===== src/rtl/stdp_pkg.sv =====
// Shared types and default constants for the STDP weight-update scheduler.
package stdp_pkg;

    localparam int W_WIDTH_DEF  = 8;
    localparam int DT_WIDTH_DEF = 4;
    localparam int WIN_DEF      = 15;
    localparam int W_INIT_DEF   = 128;
    localparam int A_PLUS_DEF   = 16;
    localparam int A_MINUS_DEF  = 12;

    typedef enum logic [1:0] {
        IDLE,
        PRE_WAIT,
        POST_WAIT,
        UPDATE
    } state_t;

endpackage


===== src/rtl/stdp_scheduler_if.sv =====
// Spike inputs and weight/status outputs of one plastic synapse.
interface stdp_scheduler_if
    import stdp_pkg::*;
#(
    parameter int W_WIDTH  = W_WIDTH_DEF,
    parameter int DT_WIDTH = DT_WIDTH_DEF
);
    logic                learn_en;
    logic                pre_spike;
    logic                post_spike;
    logic [W_WIDTH-1:0]  weight;
    logic                update_w_flag;
    logic                ltp;
    logic [DT_WIDTH-1:0] time_diff;
    logic                busy;

    modport master (
        output learn_en, pre_spike, post_spike,
        input  weight, update_w_flag, ltp, time_diff, busy
    );

    modport slave (
        input  learn_en, pre_spike, post_spike,
        output weight, update_w_flag, ltp, time_diff, busy
    );
endinterface


===== src/rtl/stdp_delta.sv =====
// Combinational STDP step: amplitude scaled down by the coarse spike interval,
// then added or subtracted with saturation to the weight range.
module stdp_delta
    import stdp_pkg::*;
#(
    parameter int W_WIDTH  = W_WIDTH_DEF,
    parameter int DT_WIDTH = DT_WIDTH_DEF,
    parameter int A_PLUS   = A_PLUS_DEF,
    parameter int A_MINUS  = A_MINUS_DEF
) (
    input  logic [W_WIDTH-1:0]  w,
    input  logic [DT_WIDTH-1:0] dt,
    input  logic                ltp,
    output logic [W_WIDTH-1:0]  w_new
);
    logic [DT_WIDTH-1:0] shift;
    logic [W_WIDTH-1:0]  amp;
    logic [W_WIDTH-1:0]  delta;
    logic [W_WIDTH:0]    sum;
    logic [W_WIDTH:0]    diff;

    // Only the two MSBs of dt select the decay: longer intervals, smaller steps.
    assign shift = dt >> (DT_WIDTH - 2);
    assign amp   = ltp ? W_WIDTH'(A_PLUS) : W_WIDTH'(A_MINUS);
    assign delta = amp >> shift;

    // The guard bit is the carry on add and the borrow on subtract.
    assign sum  = {1'b0, w} + {1'b0, delta};
    assign diff = {1'b0, w} - {1'b0, delta};

    always_comb begin
        if (ltp) w_new = sum[W_WIDTH]  ? '1 : sum[W_WIDTH-1:0];
        else     w_new = diff[W_WIDTH] ? '0 : diff[W_WIDTH-1:0];
    end
endmodule


===== src/rtl/stdp_scheduler.sv =====
// Pairs pre/post spikes within a window and applies one saturating
// potentiation or depression step per pairing.
module stdp_scheduler
    import stdp_pkg::*;
#(
    parameter int W_WIDTH  = W_WIDTH_DEF,
    parameter int DT_WIDTH = DT_WIDTH_DEF,
    parameter int WIN      = WIN_DEF,
    parameter int W_INIT   = W_INIT_DEF,
    parameter int A_PLUS   = A_PLUS_DEF,
    parameter int A_MINUS  = A_MINUS_DEF
) (
    input logic              clk,
    input logic              rst,
    stdp_scheduler_if.slave  bus
);
    state_t              state, state_nxt;
    logic [DT_WIDTH-1:0] cnt, cnt_nxt;
    logic [DT_WIDTH-1:0] pend_dt, pend_dt_nxt;
    logic                pend_ltp, pend_ltp_nxt;
    logic                write_en;

    logic [W_WIDTH-1:0]  weight_q, weight_new;
    logic                flag_q, ltp_q;
    logic [DT_WIDTH-1:0] time_diff_q;

    stdp_delta #(
        .W_WIDTH (W_WIDTH),
        .DT_WIDTH(DT_WIDTH),
        .A_PLUS  (A_PLUS),
        .A_MINUS (A_MINUS)
    ) u_delta (
        .w    (weight_q),
        .dt   (pend_dt),
        .ltp  (pend_ltp),
        .w_new(weight_new)
    );

    // NOTE: every output of this block gets a default first, so no path leaves one unassigned and no latch is inferred.
    always_comb begin
        state_nxt    = state;
        cnt_nxt      = cnt;
        pend_dt_nxt  = pend_dt;
        pend_ltp_nxt = pend_ltp;
        write_en     = 1'b0;

        if (!bus.learn_en) begin
            state_nxt = IDLE;
            cnt_nxt   = '0;
        end else begin
            unique case (state)
                IDLE: begin
                    if (bus.pre_spike ^ bus.post_spike) begin
                        state_nxt = bus.pre_spike ? PRE_WAIT : POST_WAIT;
                        cnt_nxt   = DT_WIDTH'(1);
                    end
                end
                PRE_WAIT: begin
                    if (bus.post_spike) begin
                        state_nxt    = UPDATE;
                        pend_dt_nxt  = cnt;
                        pend_ltp_nxt = 1'b1;
                        cnt_nxt      = '0;
                    end else if (bus.pre_spike) begin
                        cnt_nxt = DT_WIDTH'(1);
                    end else if (cnt == DT_WIDTH'(WIN)) begin
                        state_nxt = IDLE;
                        cnt_nxt   = '0;
                    end else begin
                        cnt_nxt = cnt + DT_WIDTH'(1);
                    end
                end
                POST_WAIT: begin
                    if (bus.pre_spike) begin
                        state_nxt    = UPDATE;
                        pend_dt_nxt  = cnt;
                        pend_ltp_nxt = 1'b0;
                        cnt_nxt      = '0;
                    end else if (bus.post_spike) begin
                        cnt_nxt = DT_WIDTH'(1);
                    end else if (cnt == DT_WIDTH'(WIN)) begin
                        state_nxt = IDLE;
                        cnt_nxt   = '0;
                    end else begin
                        cnt_nxt = cnt + DT_WIDTH'(1);
                    end
                end
                UPDATE: begin
                    write_en  = 1'b1;
                    state_nxt = IDLE;
                end
                default: state_nxt = IDLE;
            endcase
        end
    end

    // NOTE: sequential state uses non-blocking assignments so all registers update from pre-edge values.
    always_ff @(posedge clk) begin
        if (rst) begin
            state       <= IDLE;
            cnt         <= '0;
            pend_dt     <= '0;
            pend_ltp    <= 1'b0;
            weight_q    <= W_WIDTH'(W_INIT);
            flag_q      <= 1'b0;
            ltp_q       <= 1'b0;
            time_diff_q <= '0;
        end else begin
            state    <= state_nxt;
            cnt      <= cnt_nxt;
            pend_dt  <= pend_dt_nxt;
            pend_ltp <= pend_ltp_nxt;
            flag_q   <= write_en;
            if (write_en) begin
                weight_q    <= weight_new;
                ltp_q       <= pend_ltp;
                time_diff_q <= pend_dt;
            end
        end
    end

    assign bus.weight        = weight_q;
    assign bus.update_w_flag = flag_q;
    assign bus.ltp           = ltp_q;
    assign bus.time_diff     = time_diff_q;
    assign bus.busy          = (state != IDLE);
endmodule


===== src/flat_wrapper.sv =====
// flat-port wrapper written by rule: the top's interface ports become plain ports
module stdp_scheduler_flat import stdp_pkg::*;
#(
    parameter int W_WIDTH  = W_WIDTH_DEF,
    parameter int DT_WIDTH = DT_WIDTH_DEF,
    parameter int WIN      = WIN_DEF,
    parameter int W_INIT   = W_INIT_DEF,
    parameter int A_PLUS   = A_PLUS_DEF,
    parameter int A_MINUS  = A_MINUS_DEF
)
  (clk, rst, bus_learn_en, bus_pre_spike, bus_post_spike, bus_weight, bus_update_w_flag, bus_ltp, bus_time_diff, bus_busy);
  stdp_scheduler_if #(.W_WIDTH(W_WIDTH), .DT_WIDTH(DT_WIDTH)) bus_i ();
  input logic clk;
  input logic rst;
  input wire logic [$bits(bus_i.learn_en)-1:0] bus_learn_en;
  input wire logic [$bits(bus_i.pre_spike)-1:0] bus_pre_spike;
  input wire logic [$bits(bus_i.post_spike)-1:0] bus_post_spike;
  output wire logic [$bits(bus_i.weight)-1:0] bus_weight;
  output wire logic [$bits(bus_i.update_w_flag)-1:0] bus_update_w_flag;
  output wire logic [$bits(bus_i.ltp)-1:0] bus_ltp;
  output wire logic [$bits(bus_i.time_diff)-1:0] bus_time_diff;
  output wire logic [$bits(bus_i.busy)-1:0] bus_busy;
  assign bus_i.learn_en = bus_learn_en;
  assign bus_i.pre_spike = bus_pre_spike;
  assign bus_i.post_spike = bus_post_spike;
  assign bus_weight = bus_i.weight;
  assign bus_update_w_flag = bus_i.update_w_flag;
  assign bus_ltp = bus_i.ltp;
  assign bus_time_diff = bus_i.time_diff;
  assign bus_busy = bus_i.busy;
  stdp_scheduler #(.W_WIDTH(W_WIDTH), .DT_WIDTH(DT_WIDTH), .WIN(WIN), .W_INIT(W_INIT), .A_PLUS(A_PLUS), .A_MINUS(A_MINUS)) u_core (.clk(clk), .rst(rst), .bus(bus_i));
endmodule

===== config.mk =====
export PLATFORM = sky130hd
export DESIGN_NAME = stdp_scheduler_flat
export DESIGN_NICKNAME = d
export VERILOG_FILES = /design/src/rtl/stdp_pkg.sv /design/src/rtl/stdp_scheduler_if.sv /design/src/rtl/stdp_delta.sv /design/src/rtl/stdp_scheduler.sv /design/src/flat_wrapper.sv
export SDC_FILE = /design/constraint.sdc
export NUM_CORES = 1
export LEC_CHECK = 0
export ABC_AREA = 1
export CAP_MARGIN = 20
export CORE_AREA = 2 2 117 62
export CTS_CLUSTER_DIAMETER = 120
export DETAILED_ROUTE_END_ITERATION = 8
export DIE_AREA = 0 0 119 64
export PLACE_DENSITY = 0.49
export SYNTH_ARGS = -nofsm -noshare
export SYNTH_HDL_FRONTEND = slang
export SYNTH_HIERARCHICAL = 1
export SYNTH_SLANG_ARGS = --single-unit

===== constraint.sdc =====
create_clock -name clk -period 3.5 [get_ports clk]
set_clock_uncertainty 0.15 [all_clocks]
set_input_delay 0.875 -clock clk [delete_from_list [all_inputs] [get_ports clk]]
set_output_delay 0.875 -clock clk [all_outputs]
set_load 0.01 [all_outputs]

==> out/metrics.cfg <==
[logic_synthesis]
yosys.area.top_type=dfxtp_1
syn_inst=324
synthesis.area_um2=2050
netlist.area_leader.share_pct=24.4
yosysSeqAreaShare_pct=24.4
avgSynthCellArea_um2=6.33
ys_seq_elements=25
ys_warn_count=6
syn_nets=352
synth_area_leaders=dfxtp_1 24%, nand2_1 14%, ha_1 13%
ys_types=30

[critical_path]
required_ns=3.51
crit_fanout=6
critPathKind=reg2reg
r2r_cells=16
end_kind=flip-flop
worstPathArrival_ns=2.88
start_kind=flip-flop

[clock_tree]
cts-resized-gates=0
htreeDepth=1
cts.clk_slew.worst_paths_ns=0.07
hold_buffers=0
cts_tree=built
postCtsSetupBuffers=0
numCtsBuffers=3
root_buffer=clkbuf_16
cts.sinks=25
clock_latency_ns=0.26
cts_buffer_depth=2

[floorplan]
die_h_um=64
start_util_pct=31.3
rows=21
core_area_um2=6540
die_area_um2=7620
ios=20
die-width_um=119

[timing]
rsz0062_at_grt=no
fin_ws_ns=0.626
final-hold-violation-count=0
worstMarginPinSlew_ns=0.468
tns_ns=0
maxSlewHeadroom_pct=68.5
fmax_mhz=348
fin_crit_sh_pct=82.1
setup_viol=0
post-route-min-period_ns=2.87
slew_violations=0

[place]
place.gp.congestion=0.910
dp_hpwl_um=4120
dp_slack_ns=0.618
port_buffers=19

[layout]
final_common_cell=nand2_1
final_cell_mix=79 x nand2_1, 54 x nor2_1, 41 x inv_1
drive_gt1_share_pct=7.56
n_fill_cell=717
nNetsFinal=373
antenna-diode-count=0
syn_to_final_growth_pct=18.6

[outcome]
status=completed

[drt]
num_vias=2098
drt_iter0_drc=98
wire_per_inst_um=12.0
drtPass1Iterations=5
drt-total-wl_um=5220
antenna_left=0
vias_per_cell=4.81
drc=0

[run]
drv_cap=0

[grt]
grt-ovfl-total=0
grt_max_degree=19
grt_pass1_vias=2059
grt_pass1_wl_um=9380
antenna_found_initial=0
grt_usage_pct=15.0

[power_and_ir_drop]
ir_drop_mv=0.166
p_leak_nw=1.14
power_density_nw_per_um2=317

[worst_hold_path]
hold_depth=2
min-delay-path-class=reg2reg

==> final cells by class <==
| cell class | count | area, um2 | share of cell area (%) |
|---|---|---|---|
| repair buffers | 21 | 205 | 8.44 |
| clock buffers | 3 | 75.1 | 3.09 |
| multi-input cells | 248 | 1350 | 55.6 |
| flip-flops and latches | 25 | 500 | 20.6 |
| well taps | 92 | 115 | 4.74 |
| clock inverters | 1 | 8.76 | 0.360 |
| inverters | 46 | 174 | 7.16 |
==> cell usage after synthesis <==
| cell | number |
|---|---|
| nand2_1 | 79 |
| nor2_2 | 2 |
| nand2_2 | 4 |
| a31oi_1 | 1 |
| nor2_1 | 54 |
| o21ai_0 | 24 |
| xor2_1 | 2 |
| buf_2 | 3 |
| nand4_1 | 5 |
| o21ai_1 | 2 |
| o21ai_2 | 1 |
| nand3b_1 | 1 |
| nand3_1 | 30 |
| a21oi_2 | 2 |
| clkbuf_1 | 1 |
| ha_1 | 21 |
| nor3_4 | 1 |
| nand2_4 | 1 |
| clkbuf_2 | 1 |
| dfxtp_1 | 25 |
| nor2b_1 | 1 |
| a21oi_1 | 9 |
| nor2_4 | 1 |
| fa_1 | 2 |
| inv_2 | 4 |
| nand3_2 | 1 |
| a21oi_4 | 2 |
| nor3_1 | 2 |
| inv_1 | 41 |
| clkinv_2 | 1 |
==> per-layer routing <==
layer / GRT usage [%] / wire (um) / up-vias
li1: - / - / 1074
met5: 0 / 0 / -
met3: 2.14 / 289 / 6
met2: 26.7 / 2470 / 55
met1: 19.0 / 2400 / 963
met4: 4.17 / 63 / 0
==> worst max-delay path, cell delays in order (launching register included) <==
cell	delay, ns
dfxtp_1	0.36
inv_1	0.16
ha_1	0.17
inv_1	0.03
o21ai_0	0.38
inv_1	0.15
fa_1	0.48
nor2_4	0.13
nand2_1	0.10
nand2_4	0.12
nand2_1	0.09
nand2_1	0.07
nand3_1	0.06
nand3_1	0.08
nand2_1	0.05
o21ai_0	0.15
nor2_1	0.05
==> logic make-up after synthesis <==
group	synth area share [%]
adder cells (fa/ha/maj)	14.8
AO/OA/AOI/OAI	11.7
AND/OR/NAND/NOR	38.6
XOR/XNOR	0.855
buffers and inverters	9.64
flip-flops	24.4
==> state kept, by name (all words and copies together) (netlist names) <==
signal	count
u_core/bus.weight	8
u_core/bus.time_diff	4
u_core/cnt	4
u_core/pend_dt	4
u_core/state	2
u_core/bus.ltp	1
u_core/bus.update_w_flag	1
u_core/pend_ltp	1
==> power by group <==
group / internal (W) / switching, W / total [W]
clock: 0.000158 / 0.000112 / 0.000270
combinational: 0.0000703 / 0.000126 / 0.000196
sequential: 0.000293 / 0.0000105 / 0.000303
==> worst paths after layout <==
| kind | from | end | slack (ns) |
|---|---|---|---|
| setup / recovery | u_core/pend_ltp | u_core/bus.weight[6] | 0.63 |
| hold / removal | u_core/pend_dt[0] | u_core/pend_dt[0] | 0.34 |
| setup reg to reg | u_core/pend_ltp | u_core/bus.weight[6] | 0.63 |
| hold reg to reg | u_core/pend_dt[0] | u_core/pend_dt[0] | 0.34 |
==> per-stage QoR <==
| step | util (%) | hold WS, ns | instances | cell area (um2) | total power (W) |
|---|---|---|---|---|---|
| 4_1_cts | 37.1 | 0.346 | 436 | 2430 | 0.000782 |
| 2_1_floorplan | - | 0.299 | 324 | 2050 | 0.000451 |
| 5_1_grt | 37.1 | 0.362 | 436 | 2430 | 0.000825 |
| 3_3_place_gp | 35.9 | 0.318 | 432 | 2350 | 0.000504 |
| 6_report | 37.1 | 0.336 | 436 | 2430 | 0.000769 |
| 3_5_place_dp | 35.9 | 0.329 | 432 | 2350 | 0.000505 |
Note: power is estimated with default switching activity, not from simulation.
